## src/rtl/if_stage_if.sv

```systemverilog
// Instruction-memory request/response bundle between the fetch stage (master)
// and the instruction memory (slave).
interface if_stage_if;
    logic        imem_req;
    logic [31:0] imem_addr;
    logic        imem_ready;
    logic [31:0] imem_rdata;

    modport master (output imem_req, output imem_addr, input imem_ready, input imem_rdata);
    modport slave  (input imem_req, input imem_addr, output imem_ready, output imem_rdata);
endinterface

```

## src/rtl/if_stage.sv

```systemverilog
// Instruction fetch stage: PC register, one-entry skid buffer for stalls,
// branch/jump redirect and registered IF/ID outputs.
module if_stage #(
    parameter logic [31:0] RESET_PC = 32'h0000_0000
) (
    input  logic               clk,
    input  logic               rst_n,
    input  logic               stall,
    input  logic               branch_taken,
    input  logic [31:0]        branch_target,
    input  logic               jump,
    input  logic [31:0]        jump_target,
    if_stage_if.master         imem,
    output logic [31:0]        next_pc_out,
    output logic [31:0]        instruccion_out,
    output logic               valid_out
);

    localparam logic [0:0] ST_FETCH = 1'b0;
    localparam logic [0:0] ST_HELD  = 1'b1;

    logic [0:0]  state_r, state_s;
    logic [31:0] pc_r, pc_s;
    logic [31:0] buf_npc_r, buf_npc_s;
    logic [31:0] buf_ins_r, buf_ins_s;
    logic [31:0] npc_r, npc_s;
    logic [31:0] ins_r, ins_s;
    logic        valid_r, valid_s;

    logic        redirect_s;
    logic [31:0] target_s;
    logic [31:0] pc_aligned_s;
    logic [31:0] pc_inc_s;

    assign pc_aligned_s = {pc_r[31:2], 2'b00};
    assign pc_inc_s     = pc_aligned_s + 32'd4;
    assign redirect_s   = branch_taken | jump;
    assign target_s     = branch_taken ? {branch_target[31:2], 2'b00} : {jump_target[31:2], 2'b00};

    // The request drops combinationally while reset is asserted.
    assign imem.imem_req  = rst_n & (state_r == ST_FETCH);
    assign imem.imem_addr = pc_aligned_s;

    assign next_pc_out     = npc_r;
    assign instruccion_out = ins_r;
    assign valid_out       = valid_r;

    // Next-state selection; redirect wins over stall and discards any captured word.
    always_comb begin
        state_s   = state_r;
        pc_s      = pc_r;
        buf_npc_s = buf_npc_r;
        buf_ins_s = buf_ins_r;
        npc_s     = npc_r;
        ins_s     = ins_r;
        valid_s   = valid_r;
        if (redirect_s) begin
            pc_s      = target_s;
            valid_s   = 1'b0;
            buf_npc_s = 32'h0000_0000;
            buf_ins_s = 32'h0000_0000;
            state_s   = ST_FETCH;
        end else begin
            case (state_r)
                ST_FETCH: begin
                    if (imem.imem_ready) begin
                        if (stall) begin
                            buf_npc_s = pc_inc_s;
                            buf_ins_s = imem.imem_rdata;
                            state_s   = ST_HELD;
                        end else begin
                            npc_s   = pc_inc_s;
                            ins_s   = imem.imem_rdata;
                            valid_s = 1'b1;
                            pc_s    = pc_inc_s;
                        end
                    end else if (!stall) begin
                        valid_s = 1'b0;
                    end else begin
                        valid_s = valid_r;
                    end
                end
                ST_HELD: begin
                    if (!stall) begin
                        npc_s   = buf_npc_r;
                        ins_s   = buf_ins_r;
                        valid_s = 1'b1;
                        pc_s    = pc_inc_s;
                        state_s = ST_FETCH;
                    end else begin
                        state_s = ST_HELD;
                    end
                end
                default: begin
                    valid_s = 1'b0;
                    state_s = ST_FETCH;
                end
            endcase
        end
    end

    // State and output registers with synchronous active-low reset.
    always_ff @(posedge clk) begin
        if (!rst_n) begin
            state_r   <= ST_FETCH;
            pc_r      <= RESET_PC;
            buf_npc_r <= 32'h0000_0000;
            buf_ins_r <= 32'h0000_0000;
            npc_r     <= 32'h0000_0000;
            ins_r     <= 32'h0000_0000;
            valid_r   <= 1'b0;
        end else begin
            state_r   <= state_s;
            pc_r      <= pc_s;
            buf_npc_r <= buf_npc_s;
            buf_ins_r <= buf_ins_s;
            npc_r     <= npc_s;
            ins_r     <= ins_s;
            valid_r   <= valid_s;
        end
    end

endmodule

```

## src/flat_wrapper.sv

```systemverilog
// flat-port wrapper written by rule: the top's interface ports become plain ports
module if_stage_flat 
#(
    parameter logic [31:0] RESET_PC = 32'h0000_0000
)
  (clk, rst_n, stall, branch_taken, branch_target, jump, jump_target, next_pc_out, instruccion_out, valid_out, imem_imem_req, imem_imem_addr, imem_imem_ready, imem_imem_rdata);
  if_stage_if imem_i ();
  input  logic clk;
  input  logic rst_n;
  input  logic stall;
  input  logic branch_taken;
  input  logic [31:0] branch_target;
  input  logic jump;
  input  logic [31:0] jump_target;
  output logic [31:0] next_pc_out;
  output logic [31:0] instruccion_out;
  output logic valid_out;
  output wire logic [$bits(imem_i.imem_req)-1:0] imem_imem_req;
  output wire logic [$bits(imem_i.imem_addr)-1:0] imem_imem_addr;
  input wire logic [$bits(imem_i.imem_ready)-1:0] imem_imem_ready;
  input wire logic [$bits(imem_i.imem_rdata)-1:0] imem_imem_rdata;
  assign imem_imem_req = imem_i.imem_req;
  assign imem_imem_addr = imem_i.imem_addr;
  assign imem_i.imem_ready = imem_imem_ready;
  assign imem_i.imem_rdata = imem_imem_rdata;
  if_stage #(.RESET_PC(RESET_PC)) u_core (.clk(clk), .rst_n(rst_n), .stall(stall), .branch_taken(branch_taken), .branch_target(branch_target), .jump(jump), .jump_target(jump_target), .imem(imem_i), .next_pc_out(next_pc_out), .instruccion_out(instruccion_out), .valid_out(valid_out));
endmodule
```

## config.mk

```make
export PLATFORM = sky130hd
export DESIGN_NAME = if_stage_flat
export DESIGN_NICKNAME = d
export VERILOG_FILES = /design/src/rtl/if_stage_if.sv /design/src/rtl/if_stage.sv /design/src/flat_wrapper.sv
export SDC_FILE = /design/constraint.sdc
export NUM_CORES = 1
export LEC_CHECK = 0
export ABC_AREA = 0
export BUFFER_PORTS_ARGS = -buffer_cell sky130_fd_sc_hd__buf_2
export CAP_MARGIN = 20
export CORE_ASPECT_RATIO = 1.75
export CORE_MARGIN = 2
export CORE_UTILIZATION = 50
export CTS_CLUSTER_SIZE = 24
export DETAILED_ROUTE_END_ITERATION = 6
export GPL_ROUTABILITY_DRIVEN = 1
export PLACE_DENSITY = 0.73
export SYNTH_ARGS = -nofsm -noshare
export SYNTH_HDL_FRONTEND = slang
export SYNTH_SLANG_ARGS = --single-unit
export TNS_END_PERCENT = 10
```

## constraint.sdc

```tcl
create_clock -name clk -period 6.6 [get_ports clk]
set_clock_uncertainty 0.2 [all_clocks]
set_input_delay 0.33 -clock clk [delete_from_list [all_inputs] [get_ports clk]]
set_output_delay 0.33 -clock clk [all_outputs]
set_load 0.01 [all_outputs]
```

* After elaboration in Yosys (flattened, before gate mapping)
Index checks and enable logic that the tools add are counted.
** Operators by class
- Add/sub/neg operators :: 1
- Equal/unequal tests :: 5
- Mux-type cells :: 20
- Bitwise operators :: 5
- Reductions and logical operators :: 3
** Operators by type and width (count)
- $mux 32 :: 10
- $pmux 32 s2 :: 3
- $add 32x3->32 const B :: 1
- $ne 2x2->1 const B :: 3
- $mux 1 :: 5
- $pmux 1 s2 :: 2
- $reduce_and 4->1 :: 1
- $ne 3x2->1 const B :: 1
- $ne 3x3->1 const B :: 1
- $not 1->1 :: 3
- $reduce_and 3->1 :: 1
- $reduce_or 2->1 :: 1
- $and 1x1->1 :: 1
- $or 1x1->1 :: 1
** Word-level totals
- Register bits :: 162
- Input port bits :: 102
- Output and inout bits :: 98

* Longest topological paths before layout
Gate-level depths: netlist of run 1.
- Depth in word-level cells :: 5
- Depth in mapped cells :: 8

* Least setup slack after synthesis of run 1
No wires, ideal clock.
- Path kind :: reg-to-reg
- Start :: reg u_core.pc_r[4]
- End :: reg u_core.npc_r[19] (netlist: u_core.next_pc_out[19])
- Library setup time :: 91 ps
- Arrival :: 1907 ps
- Required time :: 6309 ps
- Slack :: 4402 ps
- Stages on the path, launching flop included :: 7
- Buffers on the path :: 2
- Clock period less this slack :: 2198 ps
- Cells stage by stage :: dfxtp_1 clkbuf_2 nand3_2 or4_1 buf_2 or3_1 a311oi_1
** Between the ends
- Longest elaborated chain between the ends :: 4
** Ends and longest elaborated chain
- start: declaration :: RTL line if_stage.sv:23 : logic [31:0] pc_r, pc_s;
- start signal: assignment :: RTL line if_stage.sv:114 : pc_r <= pc_s;
- $add 32x3->32 :: RTL line if_stage.sv:36 : assign pc_inc_s = pc_aligned_s + 32'd4;
- $mux 32 :: RTL line if_stage.sv:67 : if (stall) begin
- $mux 32 :: RTL line if_stage.sv:66 : if (imem.imem_ready) begin
- $pmux 32 s2 :: RTL line if_stage.sv:64 : case (state_r)
- end signal: assignment :: RTL line if_stage.sv:117 : npc_r <= npc_s;
- end: declaration :: RTL line if_stage.sv:26 : logic [31:0] npc_r, npc_s;
Every way passes these cells. The select of a mux whose other input is x is not followed.
A chain may end at the register's enable or synchronous reset.

* Worst setup path in the final report of run 1
- Start :: reg u_core.state_r
- End :: reg u_core.npc_r[7] (netlist: u_core.next_pc_out[7])
** Between the ends
- Longest elaborated chain between the ends :: 3
** Ends and longest elaborated chain
- start: declaration :: RTL line if_stage.sv:22 : logic [0:0] state_r, state_s;
- start signal: assignment :: RTL line if_stage.sv:113 : state_r <= state_s;
- $not 1->1 (no source line)
- $ne 2x2->1 (no source line)
- $reduce_and 4->1 (no source line)
Parallel ways exist; a longest one is shown, timed or not.

==> flow_metrics.env, run 1 <==
export IMPL_r2r_end="u_core.next_pc_out[7]"
export IMPL_synth_edf_count=0
export IMPL_crit_path_end_kind="flop"
export IMPL_p_comb_frac=0.109
export IMPL_hold_viol=0
export IMPL_die_area_um2=15500
export IMPL_critPathRequiredTime_ps=6760
export IMPL_cts_hold_buffers=36
export IMPL_crit_type="flop to flop"
export IMPL_post_cts_buffers=0
export IMPL_syn_avg_cell_area_um2=8.15
export IMPL_drt_initial_drc_count=371
export IMPL_finish_instance_area_um2=9180
export IMPL_nFillCells=1241
export IMPL_syn_area_um2=7250
export IMPL_slew_violations=0
export IMPL_place_gp_congestion=0.949
export IMPL_cts_max_path_buffers=2
export IMPL_finalCritPeriodShare=0.537
export IMPL_overflow=0
export IMPL_p_sw_frac=0.257
export IMPL_cts_made_buffers=17
export IMPL_yosys_area_top_type="dfxtp_1"
export IMPL_seqPwrFrac=0.441
export IMPL_postRouteAntennaNets=0
export IMPL_clock_latency_ps=410
export IMPL_layout_commonest_cell="buf_2"
export IMPL_ir_drop_uv=138
export IMPL_num_rows=58
export IMPL_whs_path_depth=3
export IMPL_crit_arrival_ps=3700
export IMPL_period_needed_ps=3540
export IMPL_start_util=0.507
export IMPL_hold_end="u_core.pc_r[14]"
export IMPL_async_flop_share=0
export IMPL_cts_tree="yes"
export IMPL_drtPass1Iterations=5
export IMPL_wl_per_cell_um=16.7
export IMPL_drive_gt1_frac=0.233
export IMPL_ys_flop_type="dfxtp_1"
export IMPL_placed_area_um2=8190
export IMPL_nets=1166
export IMPL_hpwl_mm=14.2
export IMPL_fin_setup_tns_ps=0
export IMPL_areaGrowthSynthToFinish_pct=26.5
export IMPL_r2r_cells=6
export IMPL_synth_top_area_share=0.430
export IMPL_core_um2=14300
export IMPL_grt_max_degree=71
export IMPL_ys_seq_elements=156
export IMPL_reg2reg_from="u_core.state_r"
export IMPL_cts_root_buf="clkbuf_16"
export IMPL_die_y_um=163
export IMPL_io_pins=200
export IMPL_synthCells=890
export IMPL_seq_area_frac_synth=0.430
export IMPL_vias=7136
export IMPL_grt_pass1_vias=6780
export IMPL_yosysUniqueCellTypes=57
export IMPL_p_sw_mw=0.583
export IMPL_track_usage=0.272
export IMPL_max_freq_ghz=0.282
export IMPL_path_clk_slew_ps=70
export IMPL_antenna_found_initial=0
export IMPL_grt_pass1_wl_mm=33.2
export IMPL_routed_via_density=5.68
export IMPL_worst_pin_slew_ps=1040
export IMPL_crit_path_max_fanout=70
export IMPL_mostFrequentLayoutCells="buf_2 (191), dfxtp_1 (155), nand2_1 (109), nor2_1 (83), a21oi_1 (82)"
export IMPL_rsz0062_at_grt="false"
export IMPL_routed_wl_mm=21.0
export IMPL_leakagePower_nw=3.59
export IMPL_cts_htree_levels=4
export IMPL_holdCritStartpoint="jump_target[14]"
export IMPL_p_int_mw=1.69
export IMPL_powerDensity_nw_per_um2=248
export IMPL_hold_slack_ps=10.6
export IMPL_start_kind="flop"
export IMPL_hold_class="primary input to flop"
export IMPL_p_clk_frac=0.450
export IMPL_slew_headroom=0.302
export IMPL_reg2reg_slack_ps=3060
export IMPL_die_w_um=95.1
export IMPL_cts_resized=0
export IMPL_status="finished clean"
export IMPL_clkSinkCount=156
export IMPL_setup_viol=0
export IMPL_yosys_warnings=0
export IMPL_drc=0
export IMPL_max_cap_violations=0
export IMPL_antenna_cells=0
export IMPL_netlist_top_cells_area="dfxtp_1 (43%), a211oi_1 (6.0%), nand2_1 (5.7%)"
export IMPL_port_buffers=191
## per-layer routing
layer,up-vias,share of wire,GRT usage
met5,-,0,0
met4,0,0.026,0.111
met3,33,0.052,0.0475
met2,236,0.53,0.494
met1,3306,0.40,0.309
li1,3561,-,-
## power by group through the flow
stage / clock, mW / sequential (mW) / combinational [mW]
floorplan: 0 / 1.02 / 0.137
global placement: 0 / 1.02 / 0.227
CTS: 1.04 / 1.00 / 0.247
detailed placement: 0 / 1.02 / 0.229
finish: 1.02 / 1.00 / 0.247
global route: 1.08 / 1.01 / 0.273
## cells by family after synthesis
logic type                 share of synthesized area
other                                       0.000517
DFF                                            0.430
buffers and inverters                         0.0512
adders and majority gates                    0.00172
xor gates and xnor gates                      0.0326
AOI/OAI and AO/OA                              0.243
muxes                                         0.0469
and+or+nand+nor                                0.194
## area by class of cell
type,instances,area (um^2),share of cell area
multi-input cells,644,3790,0.413
flip-flops and latches,156,3130,0.341
repair buffers,236,1380,0.151
clock buffers,18,439,0.0479
well taps,180,225,0.0245
clock inverters,14,183,0.0199
inverters,8,30.0,0.00327
## how the worst max path moves through the flow
stage	slack [ps]	from	endpoint	depth (start not counted)
2_1_floorplan	4400	u_core.pc_r[4]	u_core.next_pc_out[19]	6
3_3_place_gp	3080	u_core.state_r	u_core.next_pc_out[10]	6
3_5_place_dp	3040	u_core.state_r	u_core.next_pc_out[7]	6
4_1_cts	3040	u_core.state_r	u_core.next_pc_out[7]	6
5_1_grt	2790	u_core.state_r	u_core.next_pc_out[10]	6
6_report	3060	u_core.state_r	u_core.next_pc_out[7]	6
## cell usage after synthesis, drive strengths merged (7+ instances only)
cell type,n
a211oi,58
a21oi,82
a22oi,11
a31oi,8
and2,7
and3,14
buf,24
clkbuf,61
dfxtp,156
inv,7
mux2i,34
nand2,110
nand3,41
nand4,13
nor2,84
nor3,18
nor4,7
o21a,10
o21ai,50
o221ai,10
xnor2,13
xor2,14
## state kept, by name, indices dropped and copies added (netlist names)
| name | cells |
|---|---|
| u_core.next_pc_out | 30 |
| u_core.pc_r | 30 |
| u_core.buf_ins_r | 32 |
| u_core.state_r | 1 |
| u_core.valid_out | 1 |
| u_core.buf_npc_r | 30 |
| u_core.instruccion_out | 32 |
## critical path: stages, from the launching register on
cell      delay (ps)
dfxtp_4          990
o21bai_1         440
nor2_4           580
buf_4            580
nand2_1          220
a211oi_1         280
a31o_2           140
## through the flow
step,setup slack [ps],util,cells,power [mW]
floorplan,4400,-,893,1.16
global placement,3080,0.573,1187,1.25
detailed placement,3040,0.573,1187,1.25
CTS,3040,0.641,1255,2.29
global route,2790,0.642,1256,2.36
finish,3060,0.642,1256,2.27
Note: power is estimated with default switching activity, not from simulation.
==> run 2: changes to the inputs <==
CORE_UTILIZATION = 48   (was 50)
clock period = 2.9 ns   (was 6.6 ns; I/O delays follow)
==> run 2 against run 1 <==
  * First-iteration DRC count increased by 15%
  * Sequential power increased by 130%
  * Largest power group is now registers
  * Sequential share of layout area decreased by 2.4 points
  * Utilization increased by 2.5 points
  * Maximum frequency increased by 27%
  * Power increased by 130%
  * Setup slack got worse by 3000 ps
  * Largest cell class unchanged
  * Critical endpoint is now u_core.pc_r[16]
==> flow_metrics.env, run 2 (synthesis gave the netlist of run 1 again) <==
export IMPL_worst_pin_slew_ps=776
export IMPL_fin_cells=1335
export IMPL_start_kind="flop"
export IMPL_drive_gt1_frac=0.241
export IMPL_r2r_end="u_core.pc_r[16]"
export IMPL_rsz0062_at_grt="true"
export IMPL_grt_util_met3=0.0407
export IMPL_drtPass1Iterations=5
export IMPL_max_freq_ghz=0.357
export IMPL_routed_wl_mm=23.2
export IMPL_slew_violations=0
export IMPL_use_met1=0.305
export IMPL_reg2reg_slack_ps=100
export IMPL_num_rows=59
export IMPL_cp_num_buf_inv=2
export IMPL_grtUsageMet2=0.501
export IMPL_crit_path_end_kind="flop"
export IMPL_setup_viol=0
export IMPL_reg2reg_from="u_core.pc_r[3]"
export IMPL_cts_htree_levels=4
export IMPL_clkSinkCount=156
export IMPL_mostFrequentLayoutCells="buf_2 (191), dfxtp_1 (152), nand2_1 (109), dlygate4sd3_1 (90), nor2_1 (83)"
export IMPL_crit_path_max_fanout=8
export IMPL_drt_initial_drc_count=427
export IMPL_cts_max_path_buffers=2
export IMPL_place_gp_congestion=1.01
export IMPL_period_needed_ps=2800
export IMPL_start_util=0.489
export IMPL_nets=1242
export IMPL_hold_end="u_core.pc_r[23]"
export IMPL_postRouteAntennaNets=0
export IMPL_slew_headroom=0.480
export IMPL_port_buffers=191
export IMPL_hold_viol=0
export IMPL_die_w_um=96.9
export IMPL_crit_arrival_ps=2960
export IMPL_die_area_um2=16200
export IMPL_cp_slowest_cell="dlygate4sd3_1"
export IMPL_critPathTopFamily="buffers and inverters"
export IMPL_layout_commonest_cell="buf_2"
export IMPL_grt_busiest_layer="met2"
export IMPL_r2r_cells=8
export IMPL_crit_type="flop to flop"
export IMPL_vias=7733
export IMPL_cts_root_buf="clkbuf_16"
export IMPL_grt_pass1_wl_mm=36.9
export IMPL_critPathRequiredTime_ps=3060
export IMPL_routed_via_density=5.79
export IMPL_antenna_found_initial=0
export IMPL_worst_path_largest_cell_delay_ps=570
export IMPL_cts_made_buffers=17
export IMPL_track_usage=0.279
export IMPL_areaGrowthSynthToFinish_pct=36.4
export IMPL_powerDensity_nw_per_um2=522
export IMPL_die_y_um=167
export IMPL_max_cap_violations=0
export IMPL_path_clk_slew_ps=70
export IMPL_hpwl_mm=15.3
export IMPL_status="finished clean"
export IMPL_wl_per_cell_um=17.4
export IMPL_leakagePower_nw=3.92
export IMPL_finalCritPeriodShare=0.965
export IMPL_grt_pass1_vias=7591
export IMPL_grt_max_degree=57
export IMPL_drc=0
export IMPL_startpoint="u_core.pc_r[3]"
export IMPL_ir_drop_uv=397
export IMPL_post_place_ws_ps=489
export IMPL_overflow=0
export IMPL_io_pins=200
export IMPL_whs_path_depth=4
export IMPL_setup_ws_ps=100
export IMPL_holdCritStartpoint="jump_target[23]"
export IMPL_crit_chain="ha_1 -> nand4_1 -> buf_4 -> nor4_1 -> xor2_1 -> o221ai_1 -> a21oi_1 -> dlygate4sd3_1"
export IMPL_cts_tree="yes"
export IMPL_hold_class="primary input to flop"
export IMPL_dp_cells=1211
export IMPL_core_um2=14800
export IMPL_clock_latency_ps=420
export IMPL_antenna_cells=0
[run 2: stage by stage]
stage	total power, mW	setup TNS, ps	area (um^2)	util	hold slack, ps
2_1_floorplan	2.64	0	7270	-	80.7
3_3_place_gp	2.86	0	8370	0.564	197
3_5_place_dp	2.87	0	8370	0.564	206
4_1_cts	5.18	0	9870	0.665	5.70
5_1_grt	5.35	-9.23	9890	0.667	21.6
6_report	5.16	0	9890	0.667	19.0
[run 2: power by group]
group          internal, mW  switching, mW  leakage (nW)
registers              2.20         0.0706          1.27
clock network          1.27          0.937         0.289
logic                 0.315          0.359          2.36
total                  3.79           1.37          3.92
[run 2: layout make-up]
cell class | count | area (um^2)
inverters | 8 | 30.0
clock inverters | 12 | 125
fillers | 1270 | 4940
clock buffers | 20 | 467
flip-flops and latches | 156 | 3130
well taps | 183 | 229
repair buffers | 312 | 2110
multi-input cells | 644 | 3800
[run 2: timing repair]
action / 4_1_cts / 5_1_grt
setup endpoints to repair: 0 / 6
endpoints found under the hold margin: 96 / 0
buffers inserted: 0 / 2
hold buffers: 90 / 0
resized for setup: 0 / 5
[run 2: how the worst max path moves through the flow]
stage,cells past startpoint,endpoint
final,8,u_core.pc_r[16]
after global routing,8,u_core.pc_r[16]
after CTS,6,u_core.pc_r[31]
after detailed placement,5,u_core.next_pc_out[31]
after global placement,5,u_core.next_pc_out[31]
after floorplan,6,u_core.next_pc_out[19]
[run 2: layer usage]
| metal | part of all wire | vias up |
|---|---|---|
| met5 | 0 | - |
| met4 | 0.054 | 0 |
| met3 | 0.053 | 100 |
| met2 | 0.51 | 368 |
| met1 | 0.38 | 3552 |
| li1 | - | 3713 |
[run 2: tightest hold or removal path: stages]
cell,delay [ps]
buf_2,90
a22o_1,200
nor2_1,80
a211oi_1,70
==> run 3: changes to the inputs <==
CORE_UTILIZATION = 42   (was 48)
PLACE_DENSITY = 0.65   (was 0.73)
==> run 3 against run 2 <==
  * Routed wire length shrank 0.90%
  * Via count is 3.0% lower
  * Setup slack better by 57 ps
  * Die area rose by 14%
  * Critical path depth is the same
  * Hold slack about the same
  * First-iteration DRC count up 3.0%
  * Count of clock-buffer cells in the layout up 2
  * Largest cell class unchanged
  * Largest power group is now clock
==> flow_metrics.env, run 3 (synthesis gave the netlist of run 1 again) <==
export IMPL_status="finished clean"
export IMPL_nets=1241
export IMPL_slew_headroom=0.398
export IMPL_cts_made_buffers=17
export IMPL_die_w_um=103
export IMPL_rsz0062_at_grt="true"
export IMPL_antenna_cells=0
export IMPL_finish_instance_area_um2=9940
export IMPL_leakagePower_nw=3.91
export IMPL_grt_pass1_vias=7075
export IMPL_start_kind="flop"
export IMPL_path_clk_slew_ps=70
export IMPL_cts_htree_levels=4
export IMPL_crit_type="flop to flop"
export IMPL_hold_class="primary input to flop"
export IMPL_fin_util=0.586
export IMPL_cts_root_buf="clkbuf_16"
export IMPL_vias=7503
export IMPL_grt_util_met3=0.0445
export IMPL_grt_busiest_layer="met2"
export IMPL_postRouteAntennaNets=0
export IMPL_placed_area_um2=8420
export IMPL_overflow=0
export IMPL_drt_initial_drc_count=440
export IMPL_num_rows=63
export IMPL_areaGrowthSynthToFinish_pct=37.0
export IMPL_wl_per_cell_um=16.7
export IMPL_nFillCells=1545
export IMPL_crit_arrival_ps=2910
export IMPL_powerDensity_nw_per_um2=530
export IMPL_ir_drop_uv=287
export IMPL_slew_violations=0
export IMPL_total_power_mw=5.26
export IMPL_port_buffers=191
export IMPL_max_cap_violations=0
export IMPL_drive_gt1_frac=0.232
export IMPL_die_area_um2=18400
export IMPL_grtUsageMet2=0.448
export IMPL_critPathRequiredTime_ps=3070
export IMPL_grt_max_degree=62
export IMPL_finalCritPeriodShare=0.946
export IMPL_routed_via_density=5.45
export IMPL_io_pins=200
export IMPL_grt_pass1_wl_mm=35.9
export IMPL_cts_max_path_buffers=2
export IMPL_die_y_um=178
export IMPL_start_util=0.428
export IMPL_hold_viol=0
export IMPL_setup_viol=0
export IMPL_layout_commonest_cell="buf_2"
export IMPL_mostFrequentLayoutCells="buf_2 (191), dfxtp_1 (155), nand2_1 (109), dlygate4sd3_1 (90), nor2_1 (83)"
export IMPL_fin_cells=1376
export IMPL_drtPass1Iterations=5
export IMPL_track_usage=0.252
export IMPL_dp_cells=1254
export IMPL_worst_pin_slew_ps=902
export IMPL_routed_wl_mm=23.0
export IMPL_clock_latency_ps=420
export IMPL_use_met1=0.283
export IMPL_drc=0
export IMPL_max_freq_ghz=0.365
export IMPL_place_gp_congestion=0.872
export IMPL_hold_slack_ps=19.4
export IMPL_antenna_found_initial=0
export IMPL_cts_tree="yes"
export IMPL_setup_ws_ps=157
export IMPL_post_place_ws_ps=507
export IMPL_period_needed_ps=2740
export IMPL_crit_path_max_fanout=6
export IMPL_clkSinkCount=156
export IMPL_hpwl_mm=15.6
export IMPL_crit_path_end_kind="flop"
export IMPL_core_um2=16900
export IMPL_fin_setup_tns_ps=0
-- run 3: worst max-delay path, cell delays in order, from the launching register on --
cell and delay (ps):
dfxtp_1 330, ha_1 230, nand4_1 110, buf_4 180, nor4_1 310, xor2_1 360, o221ai_1 190, a21oi_1 190
dlygate4sd3_1 570
-- run 3: report_power, final --
| group | switching, mW | internal [mW] | total (mW) |
|---|---|---|---|
| Combinational | 0.359 | 0.317 | 0.676 |
| Clock | 0.868 | 1.45 | 2.32 |
| Sequential | 0.0621 | 2.20 | 2.27 |
-- run 3: worst paths after layout --
check | endpoint | from | cells past startpoint | slack (ps)
max reg2reg | u_core.pc_r[16] | u_core.pc_r[3] | 8 | 160
max | u_core.pc_r[16] | u_core.pc_r[3] | 8 | 160
min | u_core.pc_r[23] | branch_target[23] | 4 | 20
min reg2reg | u_core.next_pc_out[6] | u_core.next_pc_out[6] | 2 | 250
-- run 3: final cells by class --
type	count	area, um^2	area share
clock buffers	22	454	0.0457
clock inverters	8	143	0.0144
inverters	8	30.0	0.00302
multi-input cells	644	3790	0.382
flip-flops and latches	156	3130	0.315
well taps	227	284	0.0286
repair buffers	311	2110	0.212
-- run 3: layer usage --
metal	part of all wire	wire length, um	vias up
met3	0.044	1010	55
met2	0.53	12100	252
met5	0	0	-
met4	0.039	899	0
met1	0.39	8980	3488
li1	-	-	3708
-- run 3: what timing repair did --
item | 4_1_cts | 5_1_grt
hold endpoints to repair | 93 | 0
endpoints found under the setup margin | 0 | 2
setup buffers | 0 | 2
gates resized for setup | 0 | 1
hold buffers | 90 | 0
